File: src/rtl/spi_ext_slave.sv
// SPI mode-0 responder for the expansion bus: oversamples the SPI pins on clk,
// presents received bytes on a strobe interface and shifts out a one-deep TX holding register.
module spi_ext_slave #(
  parameter int unsigned SYNC_STAGES = 2,
  parameter logic [7:0]  TX_IDLE     = 8'hFF
) (
  input  logic       clk,
  input  logic       rst_n,
  input  logic       spi_cs_n,
  input  logic       spi_clk,
  input  logic       spi_mosi,
  output logic       spi_miso,
  output logic       spi_miso_oe,
  output logic [7:0] rx_data,
  output logic       rx_valid,
  output logic       rx_first,
  input  logic [7:0] tx_data,
  input  logic       tx_wr,
  output logic       tx_ready,
  output logic       frame_start,
  output logic       frame_end,
  output logic       abort,
  output logic       tx_underrun,
  output logic       tx_overflow
);

  typedef enum logic [1:0] {S_IDLE, S_LOAD, S_SHIFT} state_t;

  state_t state_q, state_d;

  logic [SYNC_STAGES:0]   cs_sync_q, sclk_sync_q;
  logic [SYNC_STAGES-1:0] mosi_sync_q;

  logic       cs_cur, cs_fall, sclk_rise, sclk_fall, mosi_cur;
  logic [2:0] bit_cnt_q, bit_cnt_d;
  logic [7:0] rx_sr_q, rx_sr_d, tx_sr_q, tx_sr_d;
  logic [7:0] hold_q, hold_d, rx_data_q, rx_data_d;
  logic       tx_ready_q, tx_ready_d, first_q, first_d;
  logic       miso_q, miso_d, oe_q, oe_d;
  logic       rx_valid_q, rx_valid_d, rx_first_q, rx_first_d;
  logic       fstart_q, fstart_d, fend_q, fend_d, abort_q, abort_d;
  logic       under_q, under_d, over_q, over_d;
  logic       consume;
  logic [7:0] next_byte;

  // Last stage of each chain is the edge-detect flop; MOSI shares SCLK's sampling stage.
  always_ff @(posedge clk or negedge rst_n) begin
    if (!rst_n) begin
      cs_sync_q   <= '1;
      sclk_sync_q <= '0;
      mosi_sync_q <= '0;
    end else begin
      cs_sync_q   <= {cs_sync_q[SYNC_STAGES-1:0], spi_cs_n};
      sclk_sync_q <= {sclk_sync_q[SYNC_STAGES-1:0], spi_clk};
      mosi_sync_q <= {mosi_sync_q[SYNC_STAGES-2:0], spi_mosi};
    end
  end

  assign cs_cur    = cs_sync_q[SYNC_STAGES-1];
  assign cs_fall   = ~cs_cur & cs_sync_q[SYNC_STAGES];
  assign sclk_rise = sclk_sync_q[SYNC_STAGES-1] & ~sclk_sync_q[SYNC_STAGES];
  assign sclk_fall = ~sclk_sync_q[SYNC_STAGES-1] & sclk_sync_q[SYNC_STAGES];
  assign mosi_cur  = mosi_sync_q[SYNC_STAGES-1];
  assign next_byte = tx_ready_q ? TX_IDLE : hold_q;

  always_ff @(posedge clk or negedge rst_n) begin
    if (!rst_n) state_q <= S_IDLE;
    else        state_q <= state_d;
  end

  // CS is tested as a level in SHIFT so a rise seen during LOAD still ends the frame.
  always_comb begin
    state_d = state_q;
    case (state_q)
      S_IDLE:  if (cs_fall) state_d = S_LOAD;
      S_LOAD:  state_d = S_SHIFT;
      S_SHIFT: if (cs_cur) state_d = S_IDLE;
      default: state_d = S_IDLE;
    endcase
  end

  always_comb begin
    bit_cnt_d  = bit_cnt_q;
    rx_sr_d    = rx_sr_q;
    tx_sr_d    = tx_sr_q;
    rx_data_d  = rx_data_q;
    first_d    = first_q;
    miso_d     = miso_q;
    oe_d       = oe_q;
    rx_valid_d = 1'b0;
    rx_first_d = 1'b0;
    fstart_d   = 1'b0;
    fend_d     = 1'b0;
    abort_d    = 1'b0;
    consume    = 1'b0;
    case (state_q)
      S_IDLE: begin
        bit_cnt_d = '0;
        if (cs_fall) begin
          consume  = 1'b1;
          tx_sr_d  = {next_byte[6:0], 1'b0};
          miso_d   = next_byte[7];
          oe_d     = 1'b1;
          fstart_d = 1'b1;
          first_d  = 1'b1;
          rx_sr_d  = '0;
        end
      end
      S_SHIFT: begin
        if (cs_cur) begin
          fend_d    = 1'b1;
          abort_d   = (bit_cnt_q != 3'd0);
          oe_d      = 1'b0;
          bit_cnt_d = '0;
          rx_sr_d   = '0;
        end else if (sclk_rise) begin
          bit_cnt_d = 3'(bit_cnt_q + 3'd1);
          rx_sr_d   = {rx_sr_q[6:0], mosi_cur};
          if (bit_cnt_q == 3'd7) begin
            rx_data_d  = {rx_sr_q[6:0], mosi_cur};
            rx_valid_d = 1'b1;
            rx_first_d = first_q;
            first_d    = 1'b0;
            consume    = 1'b1;
            tx_sr_d    = next_byte;
          end
        end else if (sclk_fall) begin
          // tx_sr_q[7] is always the next bit owed to the master, including a freshly loaded byte.
          miso_d  = tx_sr_q[7];
          tx_sr_d = {tx_sr_q[6:0], 1'b0};
        end
      end
      default: ;
    endcase
  end

  // A write landing on a consume cycle refills the register instead of overflowing.
  always_comb begin
    hold_d     = hold_q;
    tx_ready_d = tx_ready_q;
    under_d    = 1'b0;
    over_d     = 1'b0;
    if (consume) begin
      under_d    = tx_ready_q;
      tx_ready_d = 1'b1;
    end
    if (tx_wr) begin
      if (tx_ready_q || consume) begin
        hold_d     = tx_data;
        tx_ready_d = 1'b0;
      end else begin
        over_d = 1'b1;
      end
    end
  end

  always_ff @(posedge clk or negedge rst_n) begin
    if (!rst_n) begin
      bit_cnt_q  <= '0;
      rx_sr_q    <= '0;
      tx_sr_q    <= '0;
      hold_q     <= '0;
      rx_data_q  <= '0;
      tx_ready_q <= 1'b1;
      first_q    <= 1'b0;
      miso_q     <= 1'b1;
      oe_q       <= 1'b0;
      rx_valid_q <= 1'b0;
      rx_first_q <= 1'b0;
      fstart_q   <= 1'b0;
      fend_q     <= 1'b0;
      abort_q    <= 1'b0;
      under_q    <= 1'b0;
      over_q     <= 1'b0;
    end else begin
      bit_cnt_q  <= bit_cnt_d;
      rx_sr_q    <= rx_sr_d;
      tx_sr_q    <= tx_sr_d;
      hold_q     <= hold_d;
      rx_data_q  <= rx_data_d;
      tx_ready_q <= tx_ready_d;
      first_q    <= first_d;
      miso_q     <= miso_d;
      oe_q       <= oe_d;
      rx_valid_q <= rx_valid_d;
      rx_first_q <= rx_first_d;
      fstart_q   <= fstart_d;
      fend_q     <= fend_d;
      abort_q    <= abort_d;
      under_q    <= under_d;
      over_q     <= over_d;
    end
  end

  assign spi_miso    = miso_q;
  assign spi_miso_oe = oe_q;
  assign rx_data     = rx_data_q;
  assign rx_valid    = rx_valid_q;
  assign rx_first    = rx_first_q;
  assign tx_ready    = tx_ready_q;
  assign frame_start = fstart_q;
  assign frame_end   = fend_q;
  assign abort       = abort_q;
  assign tx_underrun = under_q;
  assign tx_overflow = over_q;

endmodule

File: config.mk
export PLATFORM = sky130hd
export DESIGN_NAME = spi_ext_slave
export DESIGN_NICKNAME = d
export VERILOG_FILES = /design/src/rtl/spi_ext_slave.sv
export SDC_FILE = /design/constraint.sdc
export NUM_CORES = 1
export LEC_CHECK = 0
export ABC_AREA = 1
export CAP_MARGIN = 25
export CORE_MARGIN = 1.5
export CORE_UTILIZATION = 60
export CTS_BUF_LIST = sky130_fd_sc_hd__clkbuf_4 sky130_fd_sc_hd__clkbuf_8
export CTS_CLUSTER_SIZE = 12
export DETAILED_ROUTE_END_ITERATION = 7
export DONT_BUFFER_PORTS = 1
export PLACE_DENSITY = 0.76
export SYNTH_ARGS = -nofsm -noshare
export SYNTH_HDL_FRONTEND = slang
export SYNTH_SLANG_ARGS = --single-unit
File: constraint.sdc
create_clock -name clk -period 1.55 [get_ports clk]
set_input_delay 0.3875 -clock clk [delete_from_list [all_inputs] [get_ports clk]]
set_output_delay 0.3875 -clock clk [all_outputs]
set_load 0.01 [all_outputs]
# Yosys cells after proc, flatten, opt, wreduce, memory -nomap -nowiden
# Index checks and enable logic that the tools add are counted.
[word_totals]
register_bits = 55
in_bits = 14
output_inout_bits = 18
wordCells = 103
[classes]
n_addsub = 1
eq_ne = 13
n_mux = 50
bitwise = 6
n_reduce_logical = 13
[op_table]
columns = ["op", "n"]
rows = [
  ["8-bit 2-to-1 mux", 6],
  ["1-bit 2-to-1 mux", 29],
  ["7-bit 2-to-1 mux", 3],
  ["8-bit case mux with 2 select lines", 1],
  ["5-bit AND reduction", 3],
  ["2-bit != test, second input constant", 7],
  ["7-bit case mux with 2 select lines", 1],
  ["3-bit != test, second input constant", 3],
  ["1-bit case mux with 2 select lines", 4],
  ["3-bit 2-to-1 mux", 2],
  ["2-bit case mux with 3 select lines", 1],
  ["3-bit case mux with 2 select lines", 1],
  ["2-bit AND reduction", 3],
  ["3-bit AND reduction", 2],
  ["2-bit 2-to-1 mux", 2],
  ["4-bit AND reduction", 1],
  ["3-bit by 1-bit adder with 3-bit output, second input constant", 1],
  ["1-bit bitwise AND", 3],
  ["3-bit == test, second input constant", 1],
  ["1-bit NOT", 3],
  ["3-bit nonzero test", 1],
  ["2-bit by 1-bit == test with 1-bit output, second input constant", 1],
  ["2-bit == test, second input constant", 1],
  ["2-bit zero test", 1],
  ["2 further kinds", 2],
]

# Depth between registers and ports, before layout
# Gate-level depths: netlist of run 1.
[logic_depth]
ltp_word = 8
mapped_depth = 9
ltp_nobuf = 9

# Least setup slack after synthesis of run 1
# OpenSTA, ideal clock, no wires.
[synth_path]
kind = "reg-to-reg"
from = "reg bit_cnt_q[0]"
to = "reg hold_q[0]"
setup_ps = 117
t_arrival_ps = 1258
setup_slack_ps = 174
path_stages_with_launch = 10
n_path_buf = 1
path_cell_list = "dfrtp_1 > ha_1 > ha_1 > nand2_1 > nor2_1 > nand2_1 > nand3_1 > buf_2 > nand3_1 > nand2_1"
[synth_via]
elab_chain_len = 7
[synth_lines]
columns = ["element", "line", "rtl"]
rows = [
  ["start, declared", "35", "logic [2:0] bit_cnt_q, bit_cnt_d;"],
  ["start signal, assigned", "176", "bit_cnt_q <= bit_cnt_d;"],
  ["3-bit == test", "119", "if (bit_cnt_q == 3'd7) begin"],
  ["1-bit 2-to-1 mux", "119", ""],
  ["1-bit 2-to-1 mux", "116", "end else if (sclk_rise) begin"],
  ["1-bit 2-to-1 mux", "110", "if (cs_cur) begin"],
  ["1-bit case mux with 2 select lines", "96", "case (state_q)"],
  ["1-bit logical OR", "148", "if (tx_ready_q || consume) begin"],
  ["2-bit AND reduction (no source line)", "--", ""],
  ["end signal, assigned", "179", "hold_q <= hold_d;"],
  ["end, declared", "37", "logic [7:0] hold_q, hold_d, rx_data_q, rx_data_d;"],
]
# No other way between the ends.
# A chain may end at the register's enable or synchronous reset.

# Worst setup path after layout of run 1
# Same ends and word-level chain as after synthesis.

==> results.toml, run 1 <==
[synthesis]
ys_seq_area_frac = 0.600
synthTopCellsByCount = "nand2_1 (116), dfrtp_1 (50), nand3_1 (27)"
ys_seq_elements = 55
synth_area_per_cell_sq_um = 8.80
synth_edf_count = 0
synth.largest_area_cell = "dfrtp_1"
async_flop_share = 1.00
ys_warn_count = 0
synthTopCellsByArea = "dfrtp_1 (54%), nand2_1 (19%), nand3_1 (5.9%)"
synth.most_common_cell = "nand2_1"
syn-instance-count = 262
netlist-cell-type-count = 20
syn_area_sq_um = 2300
synthFlopType = "dfrtp_1"
yosysTopAreaCellShare = 0.543
synth_nets = 281

[floorplanning]
floorplan.rows = 22
coreArea_sq_um = 3660
start_util = 0.630
die-area_sq_um = 4220
die_h_um = 65.0
die_width_um = 65.0
ios = 32

[place]
gp_congestion = 0.859
io_buffers = 0
hpwl_um = 2850

[setup_path]
crit_fanout = 5
cp.required_ns = 1.76
criticalPathCategory = "reg2reg"
arrival_ns = 1.66
end_kind = "flip-flop"
worstSetupStartpointType = "flip-flop"

[grt]
grt_overflow = 0
grt_max_degree = 56
grt_pass1_vias = 1573
antenna_found_initial = 0
grt_pass1_wl_um = 7170
track_usage = 0.225

[power]
power.total_mw = 3.31
power_density_nw_per_um2 = 1280
leakagePower_nw = 1.38
vdd_ir_drop_max_mv = 0.881

[clocking]
root_buffer = "clkbuf_8"
cts_buffers = 5
h-tree-depth = 2
clockBufferDepth = 2
cts_num_sinks = 55
cts_tree = "done"
clk_latency_ns = 0.31
clk_pin_slew_worst_paths_ns = 0.10

[timing]
setup_viol = 0
fin_setup_tns_ns = 0
tightest_slew_ns = 0.306
period_share = 0.935
drv_slew = 0
skew_ns = 0.00767
rsz0062_at_grt = "true"
hold_ws_ns = -0.249
finalHoldViolations = 55
fin_crit_ns = 1.45
maxSlewHeadroom = 0.796
max_freq_mhz = 690

[cells_and_area]
utilization = 0.708
antenna_cells = 0
drive_gt1_frac = 0.180
nets = 296
syn2layout_area_growth_pct = 12.4

[route]
drc = 0
totalWireLength_um = 4220
wl_per_cell_um = 13.0
vias_per_cell = 5.21
dr.first_iter.drc_count = 144
ant_nets = 0
via_count = 1698
first_pass_iters = 4

[hold_path]
hp-class = "in2async"

[job]
drv_cap = 0

[outcome]
failed_checks = "negative hold slack"
status = "finished with violations"
cells in the final DEF (no fill, tap or decap), drive strengths merged, types with 3 or more instances in the layout:
cell | netlist | final
dfstp | 5 | 5
nand2 | 118 | 119
ha | 5 | 5
nand3 | 27 | 27
inv | 16 | 18
or2 | 7 | 7
nor2 | 16 | 16
o21ai | 9 | 9
dfrtp | 50 | 50
a21oi | 3 | 3
clkbuf | 1 | 5
buf | 3 | 11
worst max-delay path, cell delays in order, from the launching register on:
cell and delay [ns]:
dfrtp_1 0.40, ha_2 0.18, ha_2 0.17, nand2_1 0.06
nor2_1 0.03, nand2_1 0.09, nand3_2 0.13, buf_6 0.16
nand3_1 0.07, nand2_1 0.06
sequential cells by signal, summed over array words and instances (netlist names), 2 cells and up:
signal / cells
cs_sync_q: 3
hold_q: 8
mosi_sync_q: 2
state_q: 2
sclk_sync_q: 3
rx_data: 8
tx_sr_q: 8
rx_sr_q: 7
bit_cnt_q: 3
metal layers:
layer  track usage  wire (um)  vias up  part of all wire
met5             0          0        -                 0
met4        0.0798         82        0             0.019
met3        0.0608        203        9             0.048
met2         0.357       2040       40              0.48
met1         0.298       1900      796              0.45
li1              -          -      853                 -
power breakdown:
| part | total (mW) | internal (mW) | leakage [nW] | switching (mW) |
|---|---|---|---|---|
| clock network | 0.972 | 0.490 | 0.0587 | 0.482 |
| registers | 1.78 | 1.65 | 0.705 | 0.135 |
| logic | 0.552 | 0.229 | 0.619 | 0.323 |
| total | 3.31 | 2.37 | 1.38 | 0.940 |
worst paths after layout:
path / from / endpoint / slack [ns] / depth (start not counted)
max in group asynchronous: rst_n / cs_sync_q[0] / 1.60 / 0
hold reg to reg: sclk_sync_q[0] / sclk_sync_q[1] / 0.36 / 0
hold / removal: rst_n / abort / -0.25 / 0
setup / recovery: bit_cnt_q[0] / hold_q[0] / 0.10 / 9
setup reg to reg: bit_cnt_q[0] / hold_q[0] / 0.10 / 9
min in group clk: spi_cs_n / cs_sync_q[0] / 0.06 / 0
layout make-up:
class,instances,area [sq um]
flip-flops and latches,55,1380
fillers,288,1070
multi-input cells,187,870
repair buffers,11,93.8
clock buffers,5,68.8
inverters,17,68.8
well taps,48,60.1
clock inverters,3,47.5
cell families (layout without fill, tap and decap cells):
kind of cell               after synthesis  in the layout  synth area share
adders and majority gates                5              5            0.0271
DFF                                     55             55             0.600
and+or+nand+nor                        168            169             0.307
buffers and inverters                   21             36            0.0369
AOI/OAI and AO/OA                       13             13            0.0293
through the flow:
step / area, sq um / setup slack (ns) / cells
finish: 2590 / 0.100 / 326
floorplan: 2300 / 0.174 / 262
global placement: 2410 / 0.00565 / 314
CTS: 2520 / 0.00389 / 322
detailed placement: 2410 / -0.0666 / 314
global route: 2590 / 0.00298 / 326
repair_timing:
| action | 4_1_cts | 5_1_grt |
|---|---|---|
| buffers inserted | 0 | 2 |
| cloned | 0 | 2 |
| resized for setup | 1 | 15 |
| pin swaps | 0 | 3 |
| endpoints found under the setup margin | 9 | 25 |
| hold endpoints to repair | 55 | 55 |
Note: power is estimated with default switching activity, not from simulation.
==> run 2, diff against run 1 <==
SETUP_SLACK_MARGIN = 0.15   (was not set)
==> run 2 against run 1 <==
Effect of this change: the flow still finishes with violations (negative hold slack); register-to-register slack lost 0.06 ns; via count grew 1.6%; clock power grew 1%; critical path depth is the same; count of clock-buffer cells in the layout is the same; critical path type unchanged; critical endpoint is now rx_data[1]; highest routed layer unchanged.
==> results.toml, run 2 (synthesis gave the netlist of run 1 again) <==
[cells_and_area]
multi_input_area_sq_um = 1040
fillers = 246
antenna_cells = 0
final_cell_mix = "nand2_1 (98), dfrtp_1 (50), nand2_2 (17)"
syn2layout_area_growth_pct = 21.7
utilization = 0.766
regArea_sq_um = 1380
nets = 298
final_cells = 328
drive_gt1_frac = 0.318
final_common_cell = "nand2_1"

[floorplanning]
die_width_um = 65.0
floorplan.rows = 22
ios = 32
die-area_sq_um = 4220
start_util = 0.630
die_h_um = 65.0
coreArea_sq_um = 3660

[clocking]
clockBufferDepth = 2
h-tree-depth = 2
cts_num_sinks = 55
root_buffer = "clkbuf_8"
cts_buffers = 5
clk_latency_ns = 0.31
cts_tree = "done"
clk_pin_slew_worst_paths_ns = 0.10

[setup_path]
crit_start = "bit_cnt_q[0]"
criticalPathCategory = "reg2reg"
crit_top_cell = "nand2_2"
critPathMaxStageDelay_ns = 0.41
slowest_stage = "dfrtp_1"
worstSetupStartpointType = "flip-flop"
r2r_cells = 9
arrival_ns = 1.72
cp_top_family = "flip-flops"
r2r-end = "rx_data[1]"
cp_cell_sequence = "ha_4 > ha_4 > nand2_2 > nor2_2 > nand2_2 > buf_6 > clkbuf_16 > nand2_2 > nand2_1"
reg2reg_slack_ns = 0.04
worstSetupEndpoint = "rx_data[1]"
path_buf_inv = 2
cp.required_ns = 1.76
crit_fanout = 5
cp_num_cells = 9
end_kind = "flip-flop"
reg2reg_from = "bit_cnt_q[0]"

[timing]
finalHoldViolations = 55
drv_slew = 0
period_share = 0.974
max_freq_mhz = 662
fin_setup_tns_ns = 0
setup_viol = 0
skew_ns = 0.00582
tightest_slew_ns = 0.307
fin_crit_ns = 1.51
rsz0062_at_grt = "true"
hold_ws_ns = -0.249
maxSlewHeadroom = 0.796

[job]
drv_cap = 0

[grt]
grt_overflow = 0
antenna_found_initial = 0
grt_pass1_wl_um = 7620
grt_pass1_vias = 1651
track_usage = 0.239
grt_max_degree = 56

[route]
via_count = 1725
dr.first_iter.drc_count = 108
totalWireLength_um = 4620
drc = 0
first_pass_iters = 4
ant_nets = 0
vias_per_cell = 5.26
wl_per_cell_um = 14.1

[power]
power.total_mw = 3.39
vdd_ir_drop_max_mv = 0.910
leakagePower_nw = 1.44
power_density_nw_per_um2 = 1210

[outcome]
failed_checks = "negative hold slack"
status = "finished with violations"

[hold_path]
hp-class = "in2async"

[place]
gp_congestion = 0.859
io_buffers = 0
place_inst = 314
hpwl_um = 2850
## run 2: cell types whose count changed in the layout (fill, tap and decap cells not counted), sizes merged
cell and delta:
inv -1, clkbuf +1, clkinv +1, buf +1
## run 2: worst min-delay path by stage
stage | startpoint | to | cells past startpoint
after floorplan | rst_n | abort | 0
after global placement | rst_n | frame_end | 0
after CTS | rst_n | frame_end | 0
after detailed placement | rst_n | frame_end | 0
final | rst_n | abort | 0
after global routing | rst_n | first_q | 0
## run 2: repair_timing
item	in CTS	in global routing
endpoints found under the hold margin	55	55
pin swaps	8	22
setup buffers	3	0
gates cloned	2	1
endpoints found under the setup margin	36	39
gates resized for setup	24	40
## run 2: cell type report
| type | instances | share of cell area |
|---|---|---|
| Multi-Input combinational cell | 187 | 0.371 |
| Tap cell | 48 | 0.0214 |
| Sequential cell | 55 | 0.493 |
| Inverter | 17 | 0.0254 |
| Clock buffer | 5 | 0.0245 |
| Clock inverter | 3 | 0.0169 |
| Timing Repair Buffer | 13 | 0.0477 |
## run 2: power breakdown
group	internal [mW]	total, mW	switching, mW
combinational	0.252	0.614	0.362
sequential	1.65	1.79	0.143
clock	0.490	0.984	0.494
total	2.39	3.39	0.999
## run 2: stage by stage
stage	worst slack [ns]	instance area (sq um)
6_report	0.0396	2810
2_1_floorplan	0.174	2300
3_5_place_dp	-0.0666	2410
5_1_grt	-0.0169	2810
4_1_cts	0.111	2650
3_3_place_gp	0.00565	2410
## run 2: metal layers
metal	up-vias	track usage	part of all wire	wire length, um
met4	0	0.0904	0.021	95
met2	43	0.379	0.49	2260
met3	10	0.0677	0.040	183
li1	850	-	-	-
met1	822	0.315	0.45	2070
met5	-	0	0	0
